`src/rtl/divisor_seq.sv`:
```
// divisor_seq -- multicycle signed 32-bit divider (restoring, one bit/cycle).
//
// Produces quotient on lo and remainder on hi with MIPS div semantics:
// the quotient truncates toward zero and the remainder takes the dividend's sign.
//
// Ports:
//   clk       in   rising-edge clock
//   reset     in   asynchronous active-low reset
//   a         in   [31:0] dividend, two's complement
//   b         in   [31:0] divisor, two's complement
//   start     in   operation request, honoured only while idle
//   hi        out  [31:0] remainder (registered)
//   lo        out  [31:0] quotient (registered)
//   div_zero  out  divisor was zero on the last accepted start (sticky)
//   done      out  one-cycle completion pulse
//   busy      out  high while an operation is in flight
module divisor_seq (
  input  logic        clk,
  input  logic        reset,
  input  logic [31:0] a,
  input  logic [31:0] b,
  input  logic        start,
  output logic [31:0] hi,
  output logic [31:0] lo,
  output logic        div_zero,
  output logic        done,
  output logic        busy
);

  localparam int DATA_W = 32;

  typedef enum logic [1:0] {S_IDLE, S_RUN, S_FINISH} state_e;

  state_e              state_q, state_d;
  logic [4:0]          cnt_q, cnt_d;
  logic [DATA_W-1:0]   rem_q, rem_d;
  logic [DATA_W-1:0]   quo_q, quo_d;
  logic [DATA_W-1:0]   bmag_q, bmag_d;
  logic                sgnq_q, sgnq_d;
  logic                sgnr_q, sgnr_d;
  logic [DATA_W-1:0]   hi_q, hi_d;
  logic [DATA_W-1:0]   lo_q, lo_d;
  logic                dz_q, dz_d;
  logic                done_q, done_d;
  logic [DATA_W:0]     trial;

  // Magnitude as unsigned; the most negative value maps onto itself, which is
  // exactly 2^31 when read back as unsigned.
  function automatic logic [DATA_W-1:0] mag(input logic signed [DATA_W-1:0] v);
    logic signed [DATA_W-1:0] n;
    n = -v;
    return v[DATA_W-1] ? n : v;
  endfunction

  function automatic logic [DATA_W-1:0] apply_sign(input logic neg,
                                                   input logic signed [DATA_W-1:0] v);
    logic signed [DATA_W-1:0] n;
    n = -v;
    return neg ? n : v;
  endfunction

  always_comb begin
    state_d = state_q;
    cnt_d   = cnt_q;
    rem_d   = rem_q;
    quo_d   = quo_q;
    bmag_d  = bmag_q;
    sgnq_d  = sgnq_q;
    sgnr_d  = sgnr_q;
    hi_d    = hi_q;
    lo_d    = lo_q;
    dz_d    = dz_q;
    done_d  = 1'b0;
    trial   = {rem_q, quo_q[DATA_W-1]};

    unique case (state_q)
      S_IDLE: begin
        if (start) begin
          if (b == '0) begin
            dz_d   = 1'b1;
            done_d = 1'b1;
          end else begin
            dz_d    = 1'b0;
            sgnq_d  = a[DATA_W-1] ^ b[DATA_W-1];
            sgnr_d  = a[DATA_W-1];
            bmag_d  = mag(a == a ? b : b);
            quo_d   = mag(a);
            rem_d   = '0;
            cnt_d   = 5'd31;
            state_d = S_RUN;
          end
        end
      end
      S_RUN: begin
        // The partial remainder is always below |b| <= 2^31 after each step, so
        // only the shifted-in trial value needs the extra bit.
        quo_d = {quo_q[DATA_W-2:0], 1'b0};
        if (trial >= {1'b0, bmag_q}) begin
          rem_d    = trial[DATA_W-1:0] - bmag_q;
          quo_d[0] = 1'b1;
        end else begin
          rem_d = trial[DATA_W-1:0];
        end
        if (cnt_q == 5'd0) state_d = S_FINISH;
        else               cnt_d   = cnt_q - 5'd1;
      end
      S_FINISH: begin
        lo_d    = apply_sign(sgnq_q, quo_q);
        hi_d    = apply_sign(sgnr_q, rem_q);
        done_d  = 1'b1;
        state_d = S_IDLE;
      end
      default: state_d = S_IDLE;
    endcase
  end

  always_ff @(posedge clk or negedge reset) begin
    if (!reset) begin
      state_q <= S_IDLE;
      cnt_q   <= '0;
      rem_q   <= '0;
      quo_q   <= '0;
      bmag_q  <= '0;
      sgnq_q  <= 1'b0;
      sgnr_q  <= 1'b0;
      hi_q    <= '0;
      lo_q    <= '0;
      dz_q    <= 1'b0;
      done_q  <= 1'b0;
    end else begin
      state_q <= state_d;
      cnt_q   <= cnt_d;
      rem_q   <= rem_d;
      quo_q   <= quo_d;
      bmag_q  <= bmag_d;
      sgnq_q  <= sgnq_d;
      sgnr_q  <= sgnr_d;
      hi_q    <= hi_d;
      lo_q    <= lo_d;
      dz_q    <= dz_d;
      done_q  <= done_d;
    end
  end

  assign hi       = hi_q;
  assign lo       = lo_q;
  assign div_zero = dz_q;
  assign done     = done_q;
  assign busy     = (state_q != S_IDLE);

endmodule

```
`config.mk`:
```
export PLATFORM = sky130hd
export DESIGN_NAME = divisor_seq
export DESIGN_NICKNAME = d
export VERILOG_FILES = /design/src/rtl/divisor_seq.sv
export SDC_FILE = /design/constraint.sdc
export NUM_CORES = 1
export LEC_CHECK = 0
export BUFFER_PORTS_ARGS = -buffer_cell sky130_fd_sc_hd__clkbuf_2
export CORE_UTILIZATION = 54
export DETAILED_ROUTE_END_ITERATION = 16
export PLACE_DENSITY = 0.82
export SLEW_MARGIN = 20
export SYNTH_ARGS = -nofsm -noshare
export SYNTH_HDL_FRONTEND = slang
export SYNTH_SLANG_ARGS = --single-unit
```
`constraint.sdc`:
```
create_clock -name clk -period 3.53 [get_ports clk]
set_clock_uncertainty 0.15 [all_clocks]
set_input_delay 0.353 -clock clk [delete_from_list [all_inputs] [get_ports clk]]
set_output_delay 0.353 -clock clk [all_outputs]
set_load 0.01 [all_outputs]
```
==> reports/summary.txt, run 1 <==
Outcome: finished clean
Vias in the first global route: 8,909
Clock Sinks: 171
CP arrival: 3550 ps
Max Buffers Root-to-Sink: 2
CP Cell Sequence: or4_4, nor4_4, nand2b_2, or3_4, or3_4, or4_4, o31ai_4, xor2_1, o21ai_1
Antenna violations before repair: 0
Total Routing Usage GR: 27.1%
Initial cell density of the core: 55.9%
Mapped Area: 11,000 sq um
Final WL: 27,800 um
Post-DR vias/cell: 5.79
Layout cell share with drive strength beyond 1: 15.3%
Crit path required time: 3690 ps
Leak Pwr: 0.00580 uW
Async SR Flop Fraction: 100%
First-pass GRT wire length: 46,200 um
Max_cap viols: 0
Ant. Diodes: 0
Largest cells by area after synthesis: dfrtp_1, o21ai_0, nand2_1
Pre-CTS setup slack: 178 ps
Syn_nets: 1,412
Rows: 51
Min Tclk post-route: 3380 ps
Commonest non-fill, non-tap cells in the layout: nand2_1, o21ai_0, dfrtp_1
Reg-to-reg slack, setup: 150 ps
Setup crit end: lo[30]
Max VDD drop: 512 uV
RSZ-0062 raised after global routing: false
Post-detailed-placement half-perimeter wirelength: 20,600 um
Syn Inst Count: 1,306
Setup WS post-layout: 146 ps
Post-synth EDFFs: 0
Routed vias: 9,815
Slew Viols, Final: 0
Final Setup Violations: 0
Max stage delay on crit path: 590 ps
Slew @ Worst Pin: 793 ps
Drt pass-1 iters: 5
DR iter-0 viols: 831
CTS clk-pin slew, worst paths: 80 ps
Dominant cell type by area after synthesis: dfrtp_1
R2r endpoint: lo[30]
Crit path launch: quo_q[6]
CP Capture Type: flop
PD cells: 1120 nW/um^2
Share of the synthesized area in the top cell type: 38.8%
Crit path kind: flop to flop
Total power: 14,300 uW
WL/cell: 16.4 um
Post-DRT Antenna Nets: 0
Synth Register Bits: 171
Clk pwr share: 13.7%
CP startpoint kind: flop
Port bufs: 133
RePlAce Congestion: 0.950
Warnings from Yosys: 0
Total CTS buffers: 17
Gate power share: 58.0%
IO Count: 134
Relative slew slack: 47.1%
Die Area: 21,000 sq um
Sequential fraction of design power: 28.3%
Sw power: 6740 uW
Main flop type after synthesis: dfrtp_1
Syn_area_per_cell: 8.44 sq um
Worst-case reg-to-reg path depth: 9
Core area: 19,700 sq um
Area grow syn2layout: 15.4%
Internal: 7510 uW
TNS Setup: 0 ps
DIE HEIGHT: 145 um
CTS tree: built
Nets: 1,524
CTS H-tree lvls: 4
Root buffer cell: clkbuf_16
Critical-path top delay cell: or4_4
Worst Path Max Fanout: 4
Synth unique cells: 60
Worst r2r src: quo_q[6]
Pin count of the biggest net entering global routing: 129
GRT Residual Overflow: 0
Clock latency on the worst-skew pair: 440 ps
DRC: 0
Final worst path period share: 95.9%
Chip Width: 145 um
Commonest non-fill, non-tap cell in the layout: nand2_1
Fmax: 0.296 GHz
Register area share after synthesis: 38.8%
Hold WC Path Type: input port to flop
Fin. Hold Viols: 0
Fraction of power spent switching nets: 47.3%
-- per-layer routing --
layer,wire (um),track usage [%],up-vias,part of all wire (%)
met4,262,5.64,0,0.94
li1,-,-,4862,-
met5,0,0,-,0
met1,13500,42.7,4520,49
met3,2490,5.22,24,8.9
met2,11600,37.9,409,42
-- area by class of cell --
cell class | instances | area, sq um
Clock inverter | 15 | 195
Timing Repair Buffer | 163 | 977
Clock buffer | 17 | 425
Inverter | 51 | 191
Multi-Input combinational cell | 1014 | 6320
Fill cell | 1635 | 7000
Sequential cell | 171 | 4280
Tap cell | 265 | 332
-- worst max-delay path, delay by kind of cell (launching register included) --
family | cells | cell delay [ps]
and+or+nand+nor | 6 | 2150
xor gates and xnor gates | 1 | 200
DFF | 1 | 420
AOI/OAI and AO/OA | 2 | 330
-- through the flow --
| step | instance area (sq um) | util [%] | hold WS [ps] | std cells |
|---|---|---|---|---|
| finish | 12700 | 64.5 | 28.1 | 1696 |
| global route | 12700 | 64.5 | 55.0 | 1696 |
| CTS | 12700 | 64.2 | 22.4 | 1694 |
| detailed placement | 12000 | 61.0 | 270 | 1661 |
| global placement | 12000 | 61.0 | 254 | 1661 |
| floorplan | 11000 | - | -92.6 | 1306 |
-- registers in the layout, summed over array words and instances (netlist names) --
| name | count |
|---|---|
| bmag_q | 32 |
| hi | 32 |
| lo | 32 |
| quo_q | 32 |
| rem_q | 32 |
| cnt_q | 5 |
| state_q | 2 |
| div_zero | 1 |
| done | 1 |
| sgnq_q | 1 |
| sgnr_q | 1 |
-- Yosys cell counts, types with 15 or more instances --
| cell | count |
|---|---|
| nand2_1 | 198 |
| o21ai_0 | 192 |
| dfrtp_1 | 171 |
| xnor2_1 | 77 |
| nor2_1 | 73 |
| a21oi_1 | 72 |
| xor2_1 | 72 |
| clkbuf_1 | 61 |
| inv_1 | 51 |
| ha_1 | 38 |
| a21o_1 | 27 |
| o31ai_1 | 24 |
| nand3_1 | 16 |
| nor3_1 | 16 |
| or4_1 | 15 |
-- power by group through the flow --
stage	Clock [uW]	Combinational, uW	Sequential [uW]
6_report	1950	8260	4040
5_1_grt	2050	9220	4160
4_1_cts	1970	8160	3990
3_5_place_dp	0	8070	4030
3_3_place_gp	0	7860	3970
2_1_floorplan	0	5820	3890
-- kinds of logic after synthesis --
kind of cell,Yosys count,synth area share (%)
compound gates,409,22.4
xor+xnor,149,11.8
fa+ha+maj,39,4.49
buf+inv,121,4.19
flops,171,38.8
mux,13,1.19
simple gates,404,17.1
-- how the worst min path moves through the flow --
| stage | startpoint | end | cells past startpoint |
|---|---|---|---|
| 3_3_place_gp | reset | bmag_q[7] | 1 |
| 5_1_grt | start | done | 3 |
| 2_1_floorplan | reset | bmag_q[0] | 0 |
| 6_report | start | done | 3 |
| 4_1_cts | start | done | 3 |
| 3_5_place_dp | reset | bmag_q[3] | 1 |
-- what timing repair did --
item	in CTS	in global routing
hold endpoints to repair	74	0
setup buffers	0	0
hold buffers	1	0
gates resized for setup	0	0
No activity file was read; power rests on OpenSTA's default activity.
==> run 2: changes to the inputs <==
Settings changed: CELL_PAD_IN_SITES_DETAIL_PLACEMENT set to 0, CELL_PAD_IN_SITES_GLOBAL_PLACEMENT set to 1, CORE_UTILIZATION 54 to 40, PLACE_DENSITY 0.82 to 0.81.
==> run 2 against run 1 <==
  * Final area is 0.92% higher
  * Combinational power is 2% higher
  * Power hardly changed
  * Setup slack worse by 11 ps
  * Register-to-register slack about the same
  * First-iteration DRC count is 19% lower
  * Non-clock buffer count grew 9
  * Wire length is 3.6% higher
  * Core utilization is 17 points lower
  * Die area up 34%
  * Final cell count grew 5.1%
  * Critical path type unchanged
  * Largest power group unchanged
  * Highest routed layer is now met5
==> reports/summary.txt, run 2 (synthesis results as in run 1) <==
Outcome: finished clean
TNS Setup: 0 ps (unchanged)
Hold WC Path Type: input port to flop
CTS H-tree lvls: 4 (unchanged)
Hold depth: 3 (unchanged)
Pin count of the biggest net entering global routing: 87 (-33%)
Crit path required time: 3680 ps (about the same)
Final Setup Violations: 0 (unchanged)
CP arrival: 3550 ps (about the same)
Area grow syn2layout: 16.4%
Max VDD drop: 590 uV (+15%)
Crit path kind: flop to flop
Final WL: 28,800 um (+3.6%)
WL/cell: 16.2 um (-1.4%)
IO Count: 134 (unchanged)
First-pass GRT wire length: 46,900 um (+1.6%)
Post-detailed-placement half-perimeter wirelength: 21,900 um (+6.4%)
Total CTS buffers: 17 (unchanged)
Max_cap viols: 0 (unchanged)
DR iter-0 viols: 672 (-19%)
Post-DRT Antenna Nets: 0 (unchanged)
Slew @ Worst Pin: 924 ps (+131 ps)
DRC: 0 (unchanged)
Vias in the first global route: 8,697 (-2.4%)
Min Tclk post-route: 3390 ps (+10.9 ps)
Clock latency on the worst-skew pair: 440 ps (about the same)
Total Routing Usage GR: 20.8% (-6.3 points)
Fill cells: 2,707 (+66%)
GRT Residual Overflow: 0 (unchanged)
RePlAce Congestion: 0.868 (-8.6%)
Routed vias: 9,581 (-2.4%)
CTS clk-pin slew, worst paths: 70 ps (about the same)
Chip Width: 168 um (+16%)
Nets: 1,533 (+0.59%)
Layout cell share with drive strength beyond 1: 15.8% (+0.53 points)
Initial cell density of the core: 40.8% (-15 points)
PD cells: 1110 nW/um^2 (-0.96%)
Commonest non-fill, non-tap cell in the layout: nand2_1
Fin. Hold Viols: 0 (unchanged)
Relative slew slack: 38.3% (-8.9 points)
CP startpoint kind: flop
Fmax: 0.295 GHz (-0.32%)
Leak Pwr: 0.00582 uW (+0.36%)
Rows: 60 (+18%)
Clock Sinks: 171 (unchanged)
Post-CTS Resized: 0 (unchanged)
Root buffer cell: clkbuf_16
Core area: 27,000 sq um (+37%)
CTS tree: built
Post-DR vias/cell: 5.38 (-7.1%)
Slew Viols, Final: 0 (unchanged)
Pre-CTS setup slack: 166 ps (-12.3 ps)
Worst Path Max Fanout: 17 (+13)
CP Capture Type: flop
Antenna violations before repair: 2 (+2)
Die Area: 28,200 sq um (+34%)
Setup WS post-layout: 135 ps (-10.9 ps)
RSZ-0062 raised after global routing: false
Port bufs: 133 (unchanged)
Worst-case reg-to-reg path depth: 11 (+2)
Max Buffers Root-to-Sink: 2 (unchanged)
Commonest non-fill, non-tap cells in the layout: nand2_1, o21ai_0, dfrtp_1
DIE HEIGHT: 168 um (+16%)
Final worst path period share: 96.2% (+0.31 points)
Drt pass-1 iters: 5 (unchanged)
==> run 2: path summary, 6_finish.rpt <==
path	from	to	slack, ps
worst max-delay path	rem_q[9]	quo_q[0]	140
worst min-delay path	start	done	60
worst max register to register	rem_q[9]	quo_q[0]	140
worst min register to register	lo[20]	lo[20]	330
max in group asynchronous	reset	quo_q[13]	2060
min in group asynchronous	reset	bmag_q[5]	390
==> run 2: worst max-delay path, stage by stage (launching register included) <==
cell and delay (ps):
dfrtp_1 480, ha_1 340, a21o_1 180, a211oi_1 340, o211ai_1 220, o2111ai_1 300
nand3_1 260, o21ai_4 340, buf_4 180, buf_12 130, nand2b_1 180, o311ai_0 140
==> run 2: routing by layer <==
metal  vias up  track usage, %  share of wire (%)
li1       4868               -                  -
met1      4440            33.3                 53
met2       251            28.6                 40
met3        20            3.50                6.0
met4         2            4.55               0.86
met5         -               0              0.045
==> run 2: layout make-up <==
| type | instances | area [sq um] | area share (%) |
|---|---|---|---|
| sequential | 171 | 4280 | 33.3 |
| clock inverter | 15 | 150 | 1.17 |
| clock buffer | 17 | 425 | 3.31 |
| inverter | 51 | 191 | 1.49 |
| antenna | 1 | 2.50 | 0.0195 |
| multi-input combinational | 1014 | 6320 | 49.2 |
| tap | 341 | 427 | 3.32 |
| timing repair buffer | 172 | 1040 | 8.12 |
==> run 2: repair_timing <==
item                       in CTS  in global routing
hold endpoints to repair       84                  0
hold buffers                    1                  0
setup endpoints to repair       0                  1
setup buffers                   0                  2
==> run 2: where the power goes <==
part	internal, uW	switching, uW	total, uW
clock	941	910	1850
sequential	2980	1020	4000
combinational	3640	4750	8390
total	7560	6680	14200
==> run 2: metrics by stage <==
step	util [%]	std cells	total power [uW]	instance area, sq um	hold WS, ps
after floorplan	-	1306	9710	11000	-92.6
after global placement	45.3	1746	12200	12200	311
after detailed placement	45.3	1746	12300	12200	321
after CTS	47.4	1779	14200	12800	69.1
after global routing	47.5	1781	15600	12800	87.5
final	47.5	1782	14200	12800	61.3
==> run 3: changes to the inputs <==
Settings changed: CORE_MARGIN set to 2, CORE_UTILIZATION 40 to 48, PLACE_DENSITY 0.81 to 0.9.
Clock period 3.53 ns to 4.1 ns, I/O delays scaled along.
==> run 3 against run 2 <==
  * Hold slack gained 37 ps
  * Sequential share of layout area grew 0.63 points
  * Combinational power shrank 18%
  * Flip-flop and latch count is the same
  * Highest routed layer is now met4
  * Critical path depth shrank 1
==> reports/summary.txt, run 3 (synthesis results as in run 1) <==
Outcome: finished clean
Relative slew slack: 47.1% (+8.8 points)
TNS Setup: 0 ps (unchanged)
Die Area: 24,200 sq um (-14%)
Total CTS buffers: 17 (unchanged)
Ant. Diodes: 0 (-1)
CP startpoint kind: flop
DR iter-0 viols: 811 (+21%)
Met1 GRT Util: 39.4% (+6.0 points)
Nets: 1,510 (-1.5%)
Drt pass-1 iters: 5 (unchanged)
Area grow syn2layout: 14.3%
Hold WC Path Type: input port to flop
DRC: 0 (unchanged)
Crit path kind: flop to flop
Met3 Usage GRT: 4.61% (+1.1 points)
Vias in the first global route: 8,718 (+0.24%)
CTS tree: built
Total power: 12,100 uW (-15%)
Worst Path Max Fanout: 28 (+11)
CTS clk-pin slew, worst paths: 70 ps (about the same)
Commonest non-fill, non-tap cells in the layout: nand2_1, o21ai_0, dfrtp_1
Post-Route Utilization: 55.8% (+8.3 points)
Final WL: 27,900 um (-3.3%)
Fraction of power spent switching nets: 47.3% (+0.39 points)
Leak Pwr: 0.00570 uW (-2.0%)
Sequential fraction of design power: 29.1% (+1.0 points)
Fin. Hold Viols: 0 (unchanged)
Sw power: 5720 uW (-14%)
Clk pwr share: 13.6% (+0.6 points)
Pin count of the biggest net entering global routing: 129 (+48%)
Post-DR vias/cell: 5.59 (+3.9%)
Root buffer cell: clkbuf_16
RSZ-0062 raised after global routing: false
Slew @ Worst Pin: 794 ps (-130 ps)
Crit path required time: 4260 ps (+580 ps)
DIE HEIGHT: 156 um (-7.4%)
Max VDD drop: 425 uV (-28%)
Post-detailed-placement half-perimeter wirelength: 21,200 um (-3.3%)
Clock Sinks: 171 (unchanged)
WL/cell: 16.4 um (+1.2%)
Final instance area: 12,600 sq um (-1.9%)
RePlAce Congestion: 0.932 (+7.3%)
Setup bufs post-CTS: 0 (unchanged)
WHS: 98.4 ps (+37.2 ps)
Rows: 55 (-8.3%)
Chip Width: 156 um (-7.4%)
Post-CTS Resized: 0 (unchanged)
IO Count: 134 (unchanged)
Antenna violations before repair: 0 (-2)
Commonest non-fill, non-tap cell in the layout: nand2_1
Initial cell density of the core: 48.9% (+8.1 points)
Total Routing Usage GR: 23.6% (+2.8 points)
First-pass GRT wire length: 46,100 um (-1.8%)
Final Setup Violations: 0 (unchanged)
Max Buffers Root-to-Sink: 2 (unchanged)
Grt peak-use layer: met1
Fmax: 0.269 GHz (-8.8%)
Min Tclk post-route: 3720 ps (+328 ps)
DP Area: 12,000 sq um (-2.2%)
Core area: 22,600 sq um (-16%)
CTS H-tree lvls: 4 (unchanged)
Internal: 6370 uW (-16%)
Final worst path period share: 90.8% (-5.4 points)
Clock latency on the worst-skew pair: 440 ps (about the same)
Max_cap viols: 0 (unchanged)
Layout cell share with drive strength beyond 1: 14.5% (-1.4 points)
PD cells: 960 nW/um^2 (-13%)
Post-DRT Antenna Nets: 0 (unchanged)
Gate power share: 57.2% (-1.7 points)
Slew Viols, Final: 0 (unchanged)
Routed vias: 9,512 (-0.72%)
GRT met2 Usage: 30.7% (+2.1 points)
CP arrival: 3880 ps (+330 ps)
CP Capture Type: flop
Port bufs: 133 (unchanged)
GRT Residual Overflow: 0 (unchanged)
==> run 3: cell types whose count changed in the layout (fill, tap and decap cells not counted) <==
cell and delta:
clkinv_2 -1, diode_2 -1, bufinv_16 +1, clkinvlp_4 +1, buf_16 +1, buf_12 -3
buf_4 -21, clkinv_4 -1
==> run 3: worst max-delay path: stages (launching register included) <==
cell and delay [ps]:
dfrtp_1 460, ha_1 460, a21o_1 220, a211oi_1 360, o211ai_1 190, o2111ai_1 240
nand3_1 230, o21ai_4 650, a2111oi_0 140, a2111oi_0 420, nor2_1 80
==> run 3: cell type report <==
type / instances / area (sq um)
clock buffers: 17 / 425
fillers: 2097 / 9970
repair buffers: 149 / 852
flip-flops and latches: 171 / 4280
multi-input cells: 1014 / 6320
well taps: 285 / 357
inverters: 51 / 191
clock inverters: 15 / 174
==> run 3: worst paths after layout <==
kind | slack (ps) | depth (start not counted) | end | startpoint
max in group asynchronous | 2510 | 3 | lo[14] | reset
worst max register to register | 380 | 10 | rem_q[30] | rem_q[9]
min in group asynchronous | 400 | 2 | bmag_q[3] | reset
worst min-delay path | 100 | 3 | done | start
worst max-delay path | 380 | 10 | rem_q[30] | rem_q[9]
worst min register to register | 330 | 2 | lo[4] | lo[4]
==> run 3: routing by layer <==
metal / vias up / routed length (um)
met2: 274 / 10700
met4: 0 / 274
met5: - / 0
li1: 4825 / -
met1: 4395 / 14900
met3: 18 / 1990
==> run 3: per-stage QoR <==
step                      instances  worst slack [ps]
after floorplan                1306               789
after global placement         1668               449
after detailed placement       1668               389
after CTS                      1701               399
after global routing           1702              17.9
final                          1702               377
==> run 3: power by group through the flow <==
stage / Clock, uW / Sequential, uW / Combinational (uW)
after floorplan: 0 / 3350 / 5010
after global placement: 0 / 3500 / 6760
after detailed placement: 0 / 3540 / 6860
after CTS: 1680 / 3500 / 6880
after global routing: 1750 / 3650 / 7810
final: 1650 / 3520 / 6920
==> run 3: timing repair <==
action / CTS / global route
setup endpoints to repair: 0 / 1
hold buffers: 1 / 0
endpoints found under the hold margin: 77 / 0
